==> config.mk <==
export PLATFORM = sky130hd
export DESIGN_NAME = ans_bcd_convert
export DESIGN_NICKNAME = d
export VERILOG_FILES = /design/src/rtl/calc_pkg.sv /design/src/rtl/ans_bcd_convert_step.sv /design/src/rtl/ans_bcd_convert.sv
export SDC_FILE = /design/constraint.sdc
export NUM_CORES = 1
export LEC_CHECK = 0
export CORE_ASPECT_RATIO = 0.8
export CORE_UTILIZATION = 50
export CTS_CLUSTER_SIZE = 40
export DETAILED_ROUTE_END_ITERATION = 10
export GPL_ROUTABILITY_DRIVEN = 0
export PLACE_DENSITY = 0.83
export SYNTH_ARGS = -nofsm -noshare
export SYNTH_HDL_FRONTEND = slang
export SYNTH_SLANG_ARGS = --single-unit
==> constraint.sdc <==
create_clock -name sw_clk -period 1.37 [get_ports sw_clk]
set_input_delay 0.274 -clock sw_clk [delete_from_list [all_inputs] [get_ports sw_clk]]
set_output_delay 0.274 -clock sw_clk [all_outputs]
set_load 0.02 [all_outputs]
==> src/rtl/calc_pkg.sv <==
// Shared calculator constants: sentinel result words, displayable range,
// status encodings, display nibble codes and the converter state type.
// Pure declarations, no logic.
package calc_pkg;

  localparam int NDIG  = 6;
  localparam int MAG_W = 20;
  localparam int BCD_W = NDIG * 4;
  localparam int CNT_W = $clog2(MAG_W);

  localparam logic [31:0] NULL_CODE = 32'h00CC_0000;
  localparam logic [31:0] OVF_CODE  = 32'h00EE_0000;

  localparam int MAX_POS = 999999;
  localparam int MIN_NEG = -99999;

  typedef enum logic [1:0] {
    CODE_NUM  = 2'd0,
    CODE_NULL = 2'd1,
    CODE_OVF  = 2'd2
  } code_e;

  localparam logic [3:0] BLANK = 4'hF;
  localparam logic [3:0] MINUS = 4'hA;

  typedef enum logic [1:0] {
    ST_IDLE  = 2'd0,
    ST_SHIFT = 2'd1,
    ST_FIN   = 2'd2
  } state_e;

endpackage

==> src/rtl/ans_bcd_convert_step.sv <==
// One double-dabble iteration: add 3 to every BCD nibble >= 5, then shift
// {bcd, mag} left by one bit.
// Purely combinational, no handshake.
module bcd_dabble_step import calc_pkg::*; #(
  parameter int NDIG_P  = NDIG,
  parameter int MAG_W_P = MAG_W
) (
  input  logic [NDIG_P*4-1:0] bcd_i,
  input  logic [MAG_W_P-1:0]  mag_i,
  output logic [NDIG_P*4-1:0] bcd_o,
  output logic [MAG_W_P-1:0]  mag_o
);

  logic [NDIG_P*4-1:0] adj;
  // The carry out of the top digit is always zero for in-range magnitudes.
  logic                unused_msb;

  // Per-nibble add-3 correction ahead of the shift.
  always_comb begin
    adj = bcd_i;
    for (int i = 0; i < NDIG_P; i++) begin
      if (bcd_i[i*4 +: 4] >= 4'd5) begin
        adj[i*4 +: 4] = bcd_i[i*4 +: 4] + 4'd3;
      end
    end
  end

  assign unused_msb     = adj[NDIG_P*4-1];
  assign {bcd_o, mag_o} = {adj[NDIG_P*4-2:0], mag_i, 1'b0};

endmodule

==> src/rtl/ans_bcd_convert.sv <==
// Converts the 32-bit calculator result into six BCD digits, sign and status.
// Latency: numeric done one cycle after E21, sentinels one cycle after E1.
// start is ignored while busy. Optional macro ANS_BCD_BLANK_EN blanks leading zeros.
module ans_bcd_convert import calc_pkg::*; (
  input  logic        sw_clk,
  input  logic        rst,
  input  logic        start,
  input  logic [31:0] ans,
  output logic        busy,
  output logic        done,
  output logic [23:0] digits,
  output logic        neg,
  output logic [1:0]  code
);

  state_e             state_q, state_d;
  logic [MAG_W-1:0]   mag_q, mag_d;
  logic [BCD_W-1:0]   bcd_q, bcd_d;
  logic [CNT_W-1:0]   cnt_q, cnt_d;
  code_e              pcode_q, pcode_d;
  logic               pneg_q, pneg_d;
  logic [BCD_W-1:0]   dig_q, dig_d;
  logic               neg_q, neg_d;
  code_e              code_q, code_d;
  logic               done_q, done_d;

  logic signed [31:0] ans_s;
  logic               is_null;
  logic               is_ovf;
  logic [MAG_W-1:0]   ans_mag;
  logic [BCD_W-1:0]   step_bcd;
  logic [MAG_W-1:0]   step_mag;
  logic [BCD_W-1:0]   fin_dig;

  assign ans_s   = ans;
  assign is_null = (ans == NULL_CODE);
  assign is_ovf  = (ans == OVF_CODE) || (ans_s < MIN_NEG) || (ans_s > MAX_POS);
  // Negating only the low bits is exact because in-range values fit in MAG_W.
  assign ans_mag = ans[31] ? (~ans[MAG_W-1:0] + MAG_W'(1)) : ans[MAG_W-1:0];

  bcd_dabble_step #(
    .NDIG_P  (NDIG),
    .MAG_W_P (MAG_W)
  ) u_step (
    .bcd_i (bcd_q),
    .mag_i (mag_q),
    .bcd_o (step_bcd),
    .mag_o (step_mag)
  );

`ifdef ANS_BCD_BLANK_EN
  logic seen_nz;

  // Display formatting: blank leading zeros, put a minus just above the MSD.
  always_comb begin
    fin_dig = bcd_q;
    seen_nz = 1'b0;
    if (pcode_q != CODE_NUM) begin
      fin_dig = {NDIG{BLANK}};
    end else begin
      for (int i = NDIG - 1; i > 0; i--) begin
        if (!seen_nz) begin
          if (bcd_q[i*4 +: 4] != 4'd0) seen_nz = 1'b1;
          else                         fin_dig[i*4 +: 4] = BLANK;
        end
      end
      for (int i = NDIG - 1; i > 0; i--) begin
        if (pneg_q && fin_dig[i*4 +: 4] == BLANK && fin_dig[(i-1)*4 +: 4] != BLANK) begin
          fin_dig[i*4 +: 4] = MINUS;
        end
      end
    end
  end
`else
  // Raw BCD with leading zeros; sentinels show all zeros.
  always_comb begin
    fin_dig = (pcode_q == CODE_NUM) ? bcd_q : '0;
  end
`endif

  // Next-state and datapath updates for IDLE -> SHIFT x MAG_W -> FIN.
  always_comb begin
    state_d = state_q;
    mag_d   = mag_q;
    bcd_d   = bcd_q;
    cnt_d   = cnt_q;
    pcode_d = pcode_q;
    pneg_d  = pneg_q;
    dig_d   = dig_q;
    neg_d   = neg_q;
    code_d  = code_q;
    done_d  = 1'b0;
    case (state_q)
      ST_IDLE: begin
        if (start) begin
          if (is_null) begin
            pcode_d = CODE_NULL;
            pneg_d  = 1'b0;
            state_d = ST_FIN;
          end else if (is_ovf) begin
            pcode_d = CODE_OVF;
            pneg_d  = 1'b0;
            state_d = ST_FIN;
          end else begin
            pcode_d = CODE_NUM;
            pneg_d  = ans[31];
            mag_d   = ans_mag;
            bcd_d   = '0;
            cnt_d   = '0;
            state_d = ST_SHIFT;
          end
        end
      end
      ST_SHIFT: begin
        bcd_d = step_bcd;
        mag_d = step_mag;
        cnt_d = cnt_q + CNT_W'(1);
        if (cnt_q == CNT_W'(MAG_W - 1)) state_d = ST_FIN;
      end
      ST_FIN: begin
        dig_d   = fin_dig;
        neg_d   = (pcode_q == CODE_NUM) ? pneg_q : 1'b0;
        code_d  = pcode_q;
        done_d  = 1'b1;
        state_d = ST_IDLE;
      end
      default: state_d = ST_IDLE;
    endcase
  end

  // State register.
  always_ff @(posedge sw_clk or negedge rst) begin
    if (!rst) state_q <= ST_IDLE;
    else      state_q <= state_d;
  end

  // Datapath and output registers.
  always_ff @(posedge sw_clk or negedge rst) begin
    if (!rst) begin
      mag_q   <= '0;
      bcd_q   <= '0;
      cnt_q   <= '0;
      pcode_q <= CODE_NUM;
      pneg_q  <= 1'b0;
      dig_q   <= '0;
      neg_q   <= 1'b0;
      code_q  <= CODE_NUM;
      done_q  <= 1'b0;
    end else begin
      mag_q   <= mag_d;
      bcd_q   <= bcd_d;
      cnt_q   <= cnt_d;
      pcode_q <= pcode_d;
      pneg_q  <= pneg_d;
      dig_q   <= dig_d;
      neg_q   <= neg_d;
      code_q  <= code_d;
      done_q  <= done_d;
    end
  end

  assign busy   = (state_q != ST_IDLE);
  assign done   = done_q;
  assign digits = dig_q;
  assign neg    = neg_q;
  assign code   = code_q;

endmodule

==> flow_results.xml <==
<?xml version="1.0" encoding="UTF-8"?>
<metrics>
  <group name="setup_path">
    <metric name="endpoint_kind" unit="">register</metric>
    <metric name="crit-reg2reg-launch" unit="">bcd_q[12]</metric>
    <metric name="critPathMaxFanout" unit="">5</metric>
    <metric name="startpoint" unit="">ans[18]</metric>
    <metric name="cp-endpoint" unit="">bcd_q[21]</metric>
    <metric name="setup.reg_to_reg.worst_slack" unit="ns">-0.43</metric>
    <metric name="required" unit="ns">1.61</metric>
    <metric name="timing.critical_path.arrival" unit="ns">2.27</metric>
    <metric name="regToRegEndpoint" unit="">bcd_q[14]</metric>
    <metric name="setup.worst_path.class" unit="">in -&gt; reg</metric>
    <metric name="cp-start-kind" unit="">input port</metric>
    <metric name="r2r_cells" unit="">7</metric>
  </group>
  <group name="synth">
    <metric name="synth_area_per_cell" unit="um^2">9.98</metric>
    <metric name="post_synth_inst_count" unit="">447</metric>
    <metric name="ys.warnings.count" unit="">0</metric>
    <metric name="post_synth_num_cell_types" unit="">49</metric>
    <metric name="synth-edff-count" unit="">0</metric>
    <metric name="synth_flop_cell" unit="">dfrtp_1</metric>
    <metric name="synth_sequential_area_ratio" unit="%">46.0</metric>
    <metric name="synth.cell_area" unit="mm^2">0.00446</metric>
    <metric name="async_reset_ff_share" unit="%">100</metric>
    <metric name="ys_seq_elements" unit="">82</metric>
    <metric name="syn-num-nets" unit="">497</metric>
  </group>
  <group name="grt">
    <metric name="grt_first_pass_wirelength" unit="mm">23.6</metric>
    <metric name="globalRoute.totalOverflow" unit="">0</metric>
    <metric name="grt_pass1_vias" unit="">4584</metric>
    <metric name="grt_total_usage" unit="%">33.7</metric>
    <metric name="pin_count_of_the_biggest_net_entering_global_routing" unit="">31</metric>
    <metric name="grt_antenna_before_repair" unit="">0</metric>
  </group>
  <group name="finish">
    <metric name="antennaDiodeCount" unit="">0</metric>
    <metric name="most-common-layout-cells" unit="">81 x dfrtp_1, 81 x buf_4, 50 x nand2_1, 28 x a22o_1, 25 x xnor2_1</metric>
    <metric name="finalNetCount" unit="">653</metric>
    <metric name="drive_above_1_share" unit="%">35.9</metric>
    <metric name="layout_cell_area_excl_fill" unit="mm^2">0.00668</metric>
    <metric name="layout-area-overhead-vs-synth" unit="%">49.7</metric>
  </group>
  <group name="floorplan">
    <metric name="die_x" unit="um">108</metric>
    <metric name="top_level_ports" unit="">64</metric>
    <metric name="dieHeight" unit="um">86.5</metric>
    <metric name="design.die.area" unit="mm^2">0.00931</metric>
    <metric name="initial_utilization" unit="%">52.1</metric>
    <metric name="std_cell_rows" unit="">30</metric>
    <metric name="placeableCoreArea" unit="mm^2">0.00856</metric>
  </group>
  <group name="routing">
    <metric name="drt_iter0_drc" unit="">441</metric>
    <metric name="topRoutingLayerUsed" unit="">met4</metric>
    <metric name="totalWireLength" unit="mm">15.7</metric>
    <metric name="post_drt_wl_per_cell" unit="um">21.8</metric>
    <metric name="wl_met1" unit="mm">5.91</metric>
    <metric name="met3_length" unit="mm">1.32</metric>
    <metric name="vias" unit="">4568</metric>
    <metric name="avgViaCountPerCell" unit="">6.34</metric>
    <metric name="final_routed_drc_violation_total" unit="">0</metric>
    <metric name="met2_length" unit="mm">7.68</metric>
    <metric name="drt_pass1_iterations" unit="">5</metric>
    <metric name="antenna_left" unit="">0</metric>
  </group>
  <group name="sta">
    <metric name="timing.fmax" unit="MHz">494</metric>
    <metric name="timing_hold_violations_final" unit="">0</metric>
    <metric name="final-setup-viol-count" unit="">63</metric>
    <metric name="setup_tns" unit="ns">-27.63</metric>
    <metric name="min_period_over_period" unit="%">148</metric>
    <metric name="skew" unit="ns">0.0150</metric>
    <metric name="worst_hold_slack" unit="ns">0.290</metric>
    <metric name="layout_min_cycle_time" unit="ns">2.02</metric>
    <metric name="setup_repair_after_global_routing_missed_its_margin" unit="">yes</metric>
    <metric name="drv_slew" unit="">0</metric>
    <metric name="post-route-worst-setup-slack" unit="ns">-0.653</metric>
    <metric name="worst-slew-pin-transition" unit="ns">0.418</metric>
    <metric name="slew-limit-headroom" unit="%">71.8</metric>
  </group>
  <group name="flow_run">
    <metric name="timing.max_cap.violations" unit="">0</metric>
  </group>
  <group name="power">
    <metric name="leak_pwr" unit="nW">2.95</metric>
    <metric name="power-per-cell-area" unit="mW/mm^2">865</metric>
    <metric name="max-vdd-ir-drop" unit="V">0.000561</metric>
  </group>
  <group name="clocking">
    <metric name="cts.path.max_buffers" unit="">2</metric>
    <metric name="clkSlewWorstSetupHoldPaths" unit="ns">0.09</metric>
    <metric name="clock_latency" unit="ns">0.38</metric>
    <metric name="h-tree-depth" unit="">3</metric>
    <metric name="clk_root_buffer_cell" unit="">clkbuf_8</metric>
    <metric name="tritoncts.num_buffers" unit="">9</metric>
    <metric name="cts_num_sinks" unit="">82</metric>
    <metric name="tritoncts" unit="">yes</metric>
  </group>
  <group name="placed_design">
    <metric name="post_dp_cell_area" unit="mm^2">0.00589</metric>
    <metric name="dp_hpwl" unit="mm">8.22</metric>
    <metric name="placement.io_buffers" unit="">63</metric>
  </group>
  <group name="min_path">
    <metric name="min-delay-path-class" unit="">in -&gt; reg</metric>
  </group>
  <group name="status">
    <metric name="outcome" unit="">finished with violations</metric>
    <metric name="failed_checks" unit="">setup timing</metric>
  </group>
</metrics>
-- worst max-delay path: stages --
cell and delay [ns]:
clkdlybuf4s15_1 0.24, nand3_2 0.09, or2_1 0.27, o31a_1 0.36, buf_6 0.15, nor3_4 0.26, o311a_4 0.28, buf_12 0.13
buf_16 0.13, o22ai_4 0.07
-- synth_stat cells, drive strengths merged (2+ instances only) --
master	count	share of area [%]
o31ai	8	1.5
nand2	52	4.4
a32o	6	1.3
buf	6	1.2
nor4b	2	0.87
nor3	8	1.0
o211a	2	0.45
o21ai	39	4.4
nor2b	3	0.42
inv	18	1.5
or2	3	0.42
o22ai	17	3.1
ha	15	4.2
nand4	6	0.84
clkbuf	17	1.4
nor4	4	0.56
or4	3	0.67
nand3	9	1.0
nor3b	4	0.67
nor2	18	1.5
mux2i	21	4.7
dfrtp	82	46
a21oi	19	2.1
a22o	28	5.5
nand2b	9	1.3
xnor2	25	4.9
mux2	3	0.76
or3	8	1.1
-- timing repair --
action                                  4_1_cts  5_1_grt
endpoints found under the setup margin      110      107
pin swaps                                    29       23
hold buffers                                  1        0
gates resized for setup                     181       66
endpoints found under the hold margin        18        0
setup buffers                                14        7
cloned                                        7        0
-- how the worst min path moves through the flow --
stage / from / end / slack [ns] / cells past startpoint
CTS: rst / digits[17] / 0.32 / 2
floorplan: rst / bcd_q[0] / -0.02 / 0
detailed placement: rst / digits[17] / 0.18 / 1
finish: ans[0] / mag_q[0] / 0.29 / 4
global placement: rst / digits[17] / 0.18 / 1
global route: ans[0] / mag_q[0] / 0.32 / 4
-- sequential cells by signal, indices dropped and copies added, names as in the netlist --
signal and cells:
cnt_q 5, done 1, digits 24, state_q 2
pcode_q 2, bcd_q 24, pneg_q 1, neg 1
mag_q 20, code 2
-- report_power, final --
group	switching [mW]	internal (mW)	total, mW
registers	0.0948	2.54	2.64
clock network	0.976	1.08	2.06
logic	0.570	0.515	1.08
total	1.64	4.14	5.78
-- kinds of logic after synthesis --
family          Yosys count  synth area share [%]
simple gates            132                  15.3
xor+xnor                 26                  5.10
mux                      24                  5.47
compound gates          127                  19.8
buf+inv                  41                  4.15
flops                    82                  46.0
fa+ha+maj                15                  4.21
-- metal layers --
| metal | track usage (%) | vias up |
|---|---|---|
| li1 | - | 1957 |
| met3 | 9.55 | 85 |
| met5 | 0 | - |
| met1 | 40.4 | 2247 |
| met4 | 17.3 | 0 |
| met2 | 55.8 | 279 |
-- per-stage QoR --
stage	setup WS, ns	utilization (%)	instances	total power [mW]
6_report	-0.653	78.1	720	5.78
5_1_grt	-0.641	78.1	720	5.96
4_1_cts	-0.468	77.5	718	5.65
3_5_place_dp	-1.39	68.9	681	3.69
3_3_place_gp	-1.26	68.9	681	3.65
2_1_floorplan	-0.606	-	447	3.10
-- layout make-up --
cell class / count / area (um^2)
Fill cell: 467 / 1880
Clock inverter: 6 / 88.8
Clock buffer: 10 / 138
Multi-Input combinational cell: 324 / 2590
Timing Repair Buffer: 168 / 1590
Sequential cell: 82 / 2050
Inverter: 18 / 82.6
Tap cell: 112 / 140
No activity file was read; power rests on OpenSTA's default activity.
